$ cat config.mk
export PLATFORM = sky130hd
export DESIGN_NAME = mem_rr_arb
export DESIGN_NICKNAME = d
export VERILOG_FILES = /design/src/rtl/mem_rr_arb.sv
export SDC_FILE = /design/constraint.sdc
export NUM_CORES = 1
export LEC_CHECK = 0
export CAP_MARGIN = 10
export CORE_AREA = 2 2 135 137
export DETAILED_ROUTE_END_ITERATION = 7
export DIE_AREA = 0 0 137 139
export GPL_TIMING_DRIVEN = 1
export PLACE_DENSITY = 0.65
export SLEW_MARGIN = 20
export SYNTH_ARGS = -nofsm -noshare
export SYNTH_HDL_FRONTEND = slang
export SYNTH_SLANG_ARGS = --single-unit
export TNS_END_PERCENT = 1
$ cat constraint.sdc
create_clock -name clock -period 5.9 [get_ports clock]
set_clock_uncertainty 0.15 [all_clocks]
set_input_delay 0.885 -clock clock [delete_from_list [all_inputs] [get_ports clock]]
set_output_delay 0.885 -clock clock [all_outputs]
set_load 0.005 [all_outputs]
$ cat src/rtl/mem_rr_arb.sv
// Purpose: N-port round-robin burst arbiter sharing one burst memory port between cache/DMA masters.
// Latency: one IDLE arbitration cycle per burst; command, write beats and read beats then pass through combinationally.
// Backpressure: mm_waitrequest is mirrored to the granted port only; every other port is held stalled.
// Ports: clock/reset_n; c_* are the flattened per-port master interfaces (port i at slice i);
//        mm_* is the single burst memory interface; c_data_out is broadcast and c_rd_valid steers it.
module mem_rr_arb #(
  parameter int NPORTS         = 3,
  parameter int ADDR_WIDTH     = 32,
  parameter int DATA_WIDTH     = 32,
  parameter int BURSTLEN_WIDTH = 2
) (
  input  logic                             clock,
  input  logic                             reset_n,
  input  logic [NPORTS*ADDR_WIDTH-1:0]     c_addr,
  input  logic [NPORTS*BURSTLEN_WIDTH-1:0] c_burst_len,
  input  logic [NPORTS-1:0]                c_rd,
  input  logic [NPORTS-1:0]                c_wr,
  input  logic [NPORTS*DATA_WIDTH-1:0]     c_data_in,
  output logic [DATA_WIDTH-1:0]            c_data_out,
  output logic [NPORTS-1:0]                c_waitrequest,
  output logic [NPORTS-1:0]                c_rd_valid,
  output logic [ADDR_WIDTH-1:0]            mm_addr,
  output logic [BURSTLEN_WIDTH-1:0]        mm_burst_len,
  output logic                             mm_rd,
  output logic                             mm_wr,
  output logic [DATA_WIDTH-1:0]            mm_data_out,
  input  logic [DATA_WIDTH-1:0]            mm_data_in,
  input  logic                             mm_waitrequest,
  input  logic                             mm_rd_valid
);

  localparam int IW = (NPORTS > 1) ? $clog2(NPORTS) : 1;
  localparam int CW = BURSTLEN_WIDTH + 1;

  typedef enum logic [1:0] {IDLE, RD_CMD, RD_DATA, WR} state_t;

  state_t        state, state_nxt;
  logic [IW-1:0] grant, grant_nxt;
  logic [IW-1:0] rr_ptr, rr_ptr_nxt;
  logic [CW-1:0] beats, beats_nxt;
  logic [CW-1:0] beat_cnt, beat_cnt_nxt;

  // Unflattened views of the per-port buses.
  logic [ADDR_WIDTH-1:0]     addr_a [NPORTS];
  logic [BURSTLEN_WIDTH-1:0] len_a  [NPORTS];
  logic [DATA_WIDTH-1:0]     wdat_a [NPORTS];

  for (genvar i = 0; i < NPORTS; i++) begin : g_unpack
    assign addr_a[i] = c_addr[i*ADDR_WIDTH +: ADDR_WIDTH];
    assign len_a[i]  = c_burst_len[i*BURSTLEN_WIDTH +: BURSTLEN_WIDTH];
    assign wdat_a[i] = c_data_in[i*DATA_WIDTH +: DATA_WIDTH];
  end

  // Round-robin pick: first requester at or after rr_ptr, wrapping modulo NPORTS.
  logic [NPORTS-1:0] req;
  logic [IW-1:0]     pick;
  logic              pick_vld;

  assign req = c_rd | c_wr;

  always_comb begin
    int idx;
    pick     = rr_ptr;
    pick_vld = 1'b0;
    idx      = 0;
    for (int k = 0; k < NPORTS; k++) begin
      idx = int'(rr_ptr) + k;
      if (idx >= NPORTS) idx = idx - NPORTS;
      if (!pick_vld && req[idx]) begin
        pick     = IW'(idx);
        pick_vld = 1'b1;
      end
    end
  end

  logic          last_beat;
  logic [IW-1:0] ptr_after_grant;

  assign last_beat       = (beat_cnt + CW'(1)) == beats;
  assign ptr_after_grant = (grant == IW'(NPORTS - 1)) ? '0 : grant + IW'(1);

  // The data path always follows the grant; only the strobes are gated by state.
  assign mm_addr      = addr_a[grant];
  assign mm_burst_len = len_a[grant];
  assign mm_data_out  = wdat_a[grant];
  assign c_data_out   = mm_data_in;

  always_comb begin
    state_nxt     = state;
    grant_nxt     = grant;
    rr_ptr_nxt    = rr_ptr;
    beats_nxt     = beats;
    beat_cnt_nxt  = beat_cnt;
    mm_rd         = 1'b0;
    mm_wr         = 1'b0;
    c_waitrequest = '1;
    c_rd_valid    = '0;
    case (state)
      IDLE: begin
        if (pick_vld) begin
          grant_nxt    = pick;
          beats_nxt    = {1'b0, len_a[pick]} + CW'(1);
          beat_cnt_nxt = '0;
          // Read wins when a port raises rd and wr together; the held wr re-arbitrates later.
          state_nxt    = c_rd[pick] ? RD_CMD : WR;
        end
      end
      RD_CMD: begin
        mm_rd                = c_rd[grant];
        c_waitrequest[grant] = mm_waitrequest;
        if (c_rd[grant] && !mm_waitrequest) state_nxt = RD_DATA;
      end
      RD_DATA: begin
        c_rd_valid[grant] = mm_rd_valid;
        if (mm_rd_valid) begin
          beat_cnt_nxt = beat_cnt + CW'(1);
          if (last_beat) begin
            state_nxt  = IDLE;
            rr_ptr_nxt = ptr_after_grant;
          end
        end
      end
      WR: begin
        // A master pausing c_wr mid-burst keeps the lock; mm_wr simply drops.
        mm_wr                = c_wr[grant];
        c_waitrequest[grant] = mm_waitrequest;
        if (c_wr[grant] && !mm_waitrequest) begin
          beat_cnt_nxt = beat_cnt + CW'(1);
          if (last_beat) begin
            state_nxt  = IDLE;
            rr_ptr_nxt = ptr_after_grant;
          end
        end
      end
      default: state_nxt = IDLE;
    endcase
  end

  always_ff @(posedge clock or negedge reset_n) begin
    if (!reset_n) begin
      state    <= IDLE;
      grant    <= '0;
      rr_ptr   <= '0;
      beats    <= '0;
      beat_cnt <= '0;
    end else begin
      state    <= state_nxt;
      grant    <= grant_nxt;
      rr_ptr   <= rr_ptr_nxt;
      beats    <= beats_nxt;
      beat_cnt <= beat_cnt_nxt;
    end
  end

`ifndef SYNTHESIS
  // A read beat with no burst in its data phase has no owner and is dropped.
  stray_rd_valid: assert property (@(posedge clock) disable iff (!reset_n)
                                   mm_rd_valid |-> (state == RD_DATA))
    else $error("mm_rd_valid outside RD_DATA");
`endif

endmodule
==> impl_metrics.env, run 1 <==
export IMPL_outcome="completed"
export IMPL_clock_root_buffer="clkbuf_16"
export IMPL_synth_fp_nets=620
export IMPL_clkPwrFrac_pct=7.1
export IMPL_insertion_delay_ns=0.24
export IMPL_drc=0
export IMPL_fillCellCount=1868
export IMPL_core_area_um2=17700
export IMPL_via_per_inst=4.19
export IMPL_hold_viol_final=0
export IMPL_rsz0062_at_grt="no"
export IMPL_grt_first_pass_wirelength_um=19500
export IMPL_grt_usage_pct=12.8
export IMPL_hold_class="reg -> reg"
export IMPL_p_sw_w=0.000822
export IMPL_wirelength_um=13400
export IMPL_rows=49
export IMPL_path_class="reg -> out"
export IMPL_overflow=0
export IMPL_final_cell_mix="clkdlybuf4s50_1, nand2_1, mux2i_1, o21ai_0"
export IMPL_diodes=0
export IMPL_instances_no_fill=832
export IMPL_syn_to_final_growth_pct=107
export IMPL_finalCriticalPeriod_ns=4.10
export IMPL_cts_tree="built"
export IMPL_cp_required_ns=4.87
export IMPL_worst_slew_pin_slew_ns=0.814
export IMPL_clk_pin_slew_ns=0.05
export IMPL_slew_violations=0
export IMPL_synthFlopType="dfrtp_1"
export IMPL_switching_share_pct=42.2
export IMPL_setup_viol=0
export IMPL_combPwrFrac_pct=82.1
export IMPL_whs_ns=0.358
export IMPL_cts_sinks=12
export IMPL_drt_initial_drc_count=164
export IMPL_h_tree_depth=1
export IMPL_synth_edf_count=0
export IMPL_p_int_w=0.00112
export IMPL_crit_path_max_fanout=39
export IMPL_via_count=3484
export IMPL_seqPwrFrac_pct=10.7
export IMPL_synth_avg_cell_area_um2=7.14
export IMPL_finalNetCount=849
export IMPL_start_util_pct=15.2
export IMPL_cts_hold_fix_buffers=0
export IMPL_fmax_mhz=244
export IMPL_arrival_ns=3.06
export IMPL_yosysUniqueCellTypes=49
export IMPL_ys_warn_count=0
export IMPL_placed_cells=828
export IMPL_grt_pass1_vias=3435
export IMPL_maxCapViolCount=0
export IMPL_antenna_found_initial=0
export IMPL_powerDensity_nw_per_um2=351
export IMPL_layout_drive_gt1_share_pct=4.31
export IMPL_io_pins=346
export IMPL_die_w_um=137
export IMPL_min_period_over_period_pct=69.5
export IMPL_chipHeight_um=139
export IMPL_crit_path_end_kind="output pin"
export IMPL_clockBufferDepth=2
export IMPL_relSlewSlack_pct=45.6
export IMPL_finalCoreUtilization_pct=31.4
export IMPL_grt_max_degree=74
export IMPL_setup_tns_ns=0
export IMPL_worstSetupStartpointType="flip-flop"
export IMPL_post_cts_buffers=0
export IMPL_ant_nets=0
export IMPL_cts_buffers=3
export IMPL_drtPass1Iterations=4
export IMPL_ys_seq_area_share_pct=11.2
export IMPL_p_leak_nw=2.05
export IMPL_hpwl_um=10700
export IMPL_ir_worst_vdd_v=0.000178
export IMPL_synthesis_area_um2=2680
export IMPL_layout_commonest_cell="clkdlybuf4s50_1"
export IMPL_wl_per_cell_um=16.1
export IMPL_io_buffer_count=281
export IMPL_synthCells=375
export IMPL_place_congestion=0.804
export IMPL_ys_seq_elements=12
export IMPL_cts_resized=0
export IMPL_die_area_um2=19000
export IMPL_async_flop_share_pct=100
## critical path, stage by stage (launching register included)
cell             delay [ns]
dfrtp_4                0.71
nor2b_4                0.73
buf_4                  0.52
nand2_1                0.09
o21ai_0                0.14
clkdlybuf4s50_1        0.61
## layer usage
metal  part of all wire, %  vias to the layer above  global-route usage, %
li1                      -                     1748                      -
met1                    40                     1556                   15.3
met2                    49                      172                   22.8
met3                    11                        8                   3.95
met4                  0.63                        0                   1.30
met5                     0                        -                      0
## power groups by stage
stage / Clock (W) / Combinational (W) / Sequential, W
final: 0.000139 / 0.00160 / 0.000209
after floorplan: 0 / 0.000890 / 0.000147
after detailed placement: 0 / 0.00162 / 0.000210
after global placement: 0 / 0.00162 / 0.000207
after global routing: 0.000147 / 0.00174 / 0.000219
after CTS: 0.000141 / 0.00163 / 0.000210
## path summary, 6_finish.rpt
check                            start             end  depth (start not counted)  slack [ns]
max                           grant[1]  mm_data_out[9]                          5        1.80
min                        beat_cnt[1]     beat_cnt[1]                          1        0.36
max reg2reg                  rr_ptr[1]        beats[1]                         10        2.73
min reg2reg                beat_cnt[1]     beat_cnt[1]                          1        0.36
max in group asynchronous      reset_n        grant[1]                          1        4.30
min in group asynchronous      reset_n        state[1]                          1        0.87
## registers in the layout, summed over array words and instances (netlist names)
signal	cells
beats	3
grant	2
state	2
rr_ptr	2
beat_cnt	3
## cell type report
type | instances | area, µm² | area share, %
inverters | 5 | 18.8 | 0.339
flip-flops and latches | 12 | 305 | 5.51
well taps | 229 | 287 | 5.17
repair buffers | 284 | 2840 | 51.1
clock buffers | 4 | 88.8 | 1.60
multi-input cells | 298 | 2010 | 36.2
## through the flow
stage                     worst slack [ns]  area (µm²)  total power [W]
after detailed placement              2.00        5460          0.00183
after global routing                  1.60        5540          0.00211
final                                 1.80        5540          0.00195
after floorplan                       2.98        2680          0.00104
after CTS                             1.72        5540          0.00198
after global placement                2.02        5460          0.00182
## synth_stat cells, drive strengths merged (2+ instances only)
cell type / number / area [µm²]
mux2: 8 / 90.1
nor2: 11 / 43.8
clkbuf: 18 / 68.8
o21bai: 2 / 15.0
ha: 5 / 62.6
nor2b: 5 / 31.3
mux2i: 71 / 711
a211o: 2 / 17.5
o2bb2ai: 2 / 23.8
buf: 42 / 288
nand3: 2 / 10.0
dfrtp: 12 / 300
o21ai: 74 / 370
a21oi: 4 / 20.0
a21o: 3 / 22.5
nand2: 73 / 274
a211oi: 2 / 15.0
xor2: 2 / 17.5
and3: 3 / 18.8
nor3: 4 / 20.0
a221o: 2 / 20.0
a2bb2oi: 2 / 23.8
nand3b: 4 / 30.0
xnor2: 2 / 17.5
a22o: 2 / 26.3
inv: 5 / 18.8
## cells by family (layout without fill, tap and decap cells)
family | after synthesis | after routing | synth area share, %
AND/OR/NAND/NOR | 107 | 107 | 17.6
multiplexers | 79 | 79 | 29.9
buffers and inverters | 65 | 293 | 14.0
flip-flops | 12 | 12 | 11.2
AO/OA/AOI/OAI | 102 | 102 | 23.2
XOR/XNOR | 4 | 4 | 1.31
adder cells (fa/ha/maj) | 6 | 6 | 2.71
No activity file was read; power rests on OpenSTA's default activity.
==> run 2, diff against run 1 <==
--- a/config.mk
+++ b/config.mk
@@ -6,9 +6,9 @@
 export NUM_CORES = 1
 export LEC_CHECK = 0
 export CAP_MARGIN = 10
-export CORE_AREA = 2 2 135 137
+export CORE_AREA = 2 2 136 138
 export DETAILED_ROUTE_END_ITERATION = 7
-export DIE_AREA = 0 0 137 139
+export DIE_AREA = 0 0 138 140
 export GPL_TIMING_DRIVEN = 1
 export PLACE_DENSITY = 0.65
 export SLEW_MARGIN = 20
==> constraint.sdc (replaced) <==
create_clock -name clock -period 3.8 [get_ports clock]
set_clock_uncertainty 0.15 [all_clocks]
set_input_delay 0.57 -clock clock [delete_from_list [all_inputs] [get_ports clock]]
set_output_delay 0.57 -clock clock [all_outputs]
set_load 0.005 [all_outputs]
==> impl_metrics.env, run 2 (synthesized netlist as in run 1, its figures left out) <==
export IMPL_path_class="reg -> out"
export IMPL_setup_tns_ns=0
export IMPL_relSlewSlack_pct=50.0
export IMPL_die_area_um2=19300
export IMPL_fmax_mhz=312
export IMPL_cts_buffers=3
export IMPL_clk_pin_slew_ns=0.05
export IMPL_ir_worst_vdd_v=0.000313
export IMPL_finalCriticalPeriod_ns=3.20
export IMPL_overflow=0
export IMPL_regArea_um2=305
export IMPL_finalCoreUtilization_pct=31.3
export IMPL_rows=49
export IMPL_insertion_delay_ns=0.24
export IMPL_hold_class="reg -> reg"
export IMPL_chipHeight_um=140
export IMPL_slowest_delay_ns=0.65
export IMPL_crit_buf_inv=2
export IMPL_maxCapViolCount=0
export IMPL_whs_ns=0.332
export IMPL_outcome="completed"
export IMPL_worst_slew_pin_slew_ns=0.750
export IMPL_p_leak_nw=2.06
export IMPL_slew_violations=0
export IMPL_post_cts_buffers=0
export IMPL_finalNetCount=851
export IMPL_start_util_pct=15.1
export IMPL_diodes=0
export IMPL_ant_nets=0
export IMPL_crit_path_max_fanout=39
export IMPL_wl_per_cell_um=16.5
export IMPL_final_cell_mix="clkdlybuf4s50_1, nand2_1, mux2i_1, o21ai_0"
export IMPL_die_w_um=138
export IMPL_largest_registers="beat_cnt: 3 flops, beats: 3 flops"
export IMPL_grt_pass1_vias=3569
export IMPL_multiInputGateArea_um2=2010
export IMPL_wirelength_um=13700
export IMPL_cts_hold_fix_buffers=0
export IMPL_drc=0
export IMPL_hpwl_um=11200
export IMPL_slowest_stage="dfrtp_4"
export IMPL_h_tree_depth=1
export IMPL_grt_max_degree=74
export IMPL_crit_family="buffers and inverters"
export IMPL_layout_commonest_cell="clkdlybuf4s50_1"
export IMPL_syn_to_final_growth_pct=108
export IMPL_rsz0062_at_grt="no"
export IMPL_cts_resized=0
export IMPL_setup_viol=0
export IMPL_cp_required_ns=3.08
export IMPL_worst_slack_ns=0.597
export IMPL_via_per_inst=4.24
export IMPL_min_period_over_period_pct=84.3
export IMPL_via_count=3534
export IMPL_drt_initial_drc_count=272
export IMPL_core_area_um2=17800
export IMPL_antenna_found_initial=1
export IMPL_pre_cts_slack_ns=0.417
export IMPL_layout_drive_gt1_share_pct=4.63
export IMPL_grt_first_pass_wirelength_um=20900
export IMPL_grt_usage_pct=13.3
export IMPL_drtPass1Iterations=4
export IMPL_fillCellCount=1944
export IMPL_worstSetupStartpointType="flip-flop"
export IMPL_crit_path_end_kind="output pin"
export IMPL_io_pins=346
export IMPL_arrival_ns=2.48
export IMPL_place_congestion=0.841
export IMPL_clockBufferDepth=2
export IMPL_cts_sinks=12
export IMPL_crit_chain="nor2b_4 -> buf_4 -> nand2_1 -> o21ai_0 -> clkdlybuf4s50_1"
export IMPL_io_buffer_count=281
export IMPL_powerDensity_nw_per_um2=547
export IMPL_cts_tree="built"
export IMPL_clock_root_buffer="clkbuf_16"
export IMPL_hold_viol_final=0
-- run 2: changes by cell type in the layout (fill, tap and decap cells not counted), sizes merged --
cell,previous run,this run
buf,3,5
-- run 2: power by group --
part / total, W / switching, W / internal [W]
clock network: 0.000215 / 0.0000557 / 0.000159
registers: 0.000299 / 0.000108 / 0.000192
logic: 0.00253 / 0.00112 / 0.00141
total: 0.00305 / 0.00128 / 0.00176
-- run 2: worst paths after layout --
kind,to,slack (ns),cells after the start,from
max,mm_data_out[7],0.60,5,grant[1]
min,beat_cnt[1],0.33,1,beat_cnt[1]
max reg2reg,beats[1],0.64,11,rr_ptr[0]
min reg2reg,beat_cnt[1],0.33,1,beat_cnt[1]
max in group asynchronous,grant[1],2.55,1,reset_n
min in group asynchronous,beat_cnt[0],0.54,1,reset_n
-- run 2: metal layers --
layer	share of wire (%)	wire (µm)	GRT usage, %
met1	41	5620	16.2
met2	51	7010	24.4
met3	7.2	991	3.25
met4	0.83	114	1.93
met5	0	0	0
-- run 2: final cells by class --
class	count	area share, %
clock buffer	4	1.59
inverter	5	0.337
timing repair buffer	286	51.4
tap	229	5.14
sequential	12	5.48
multi-input combinational	298	36.1
-- run 2: worst reg2reg max path: stages, from the launching register on --
cell and delay, ns:
dfrtp_1 0.36, inv_1 0.08, ha_1 0.52, o21ai_1 0.17, a21o_1 0.22, a32o_1 0.29
a22o_4 0.28, mux2i_1 0.21, a2bb2oi_2 0.17, inv_1 0.06, ha_1 0.28, mux2_2 0.26
-- run 2: stage by stage --
step                cells  instance area [µm²]  power, W
floorplan             375                 2680   0.00161
global placement      830                 5480   0.00285
detailed placement    830                 5480   0.00286
CTS                   834                 5570   0.00310
global route          834                 5570   0.00331
finish                834                 5570   0.00305
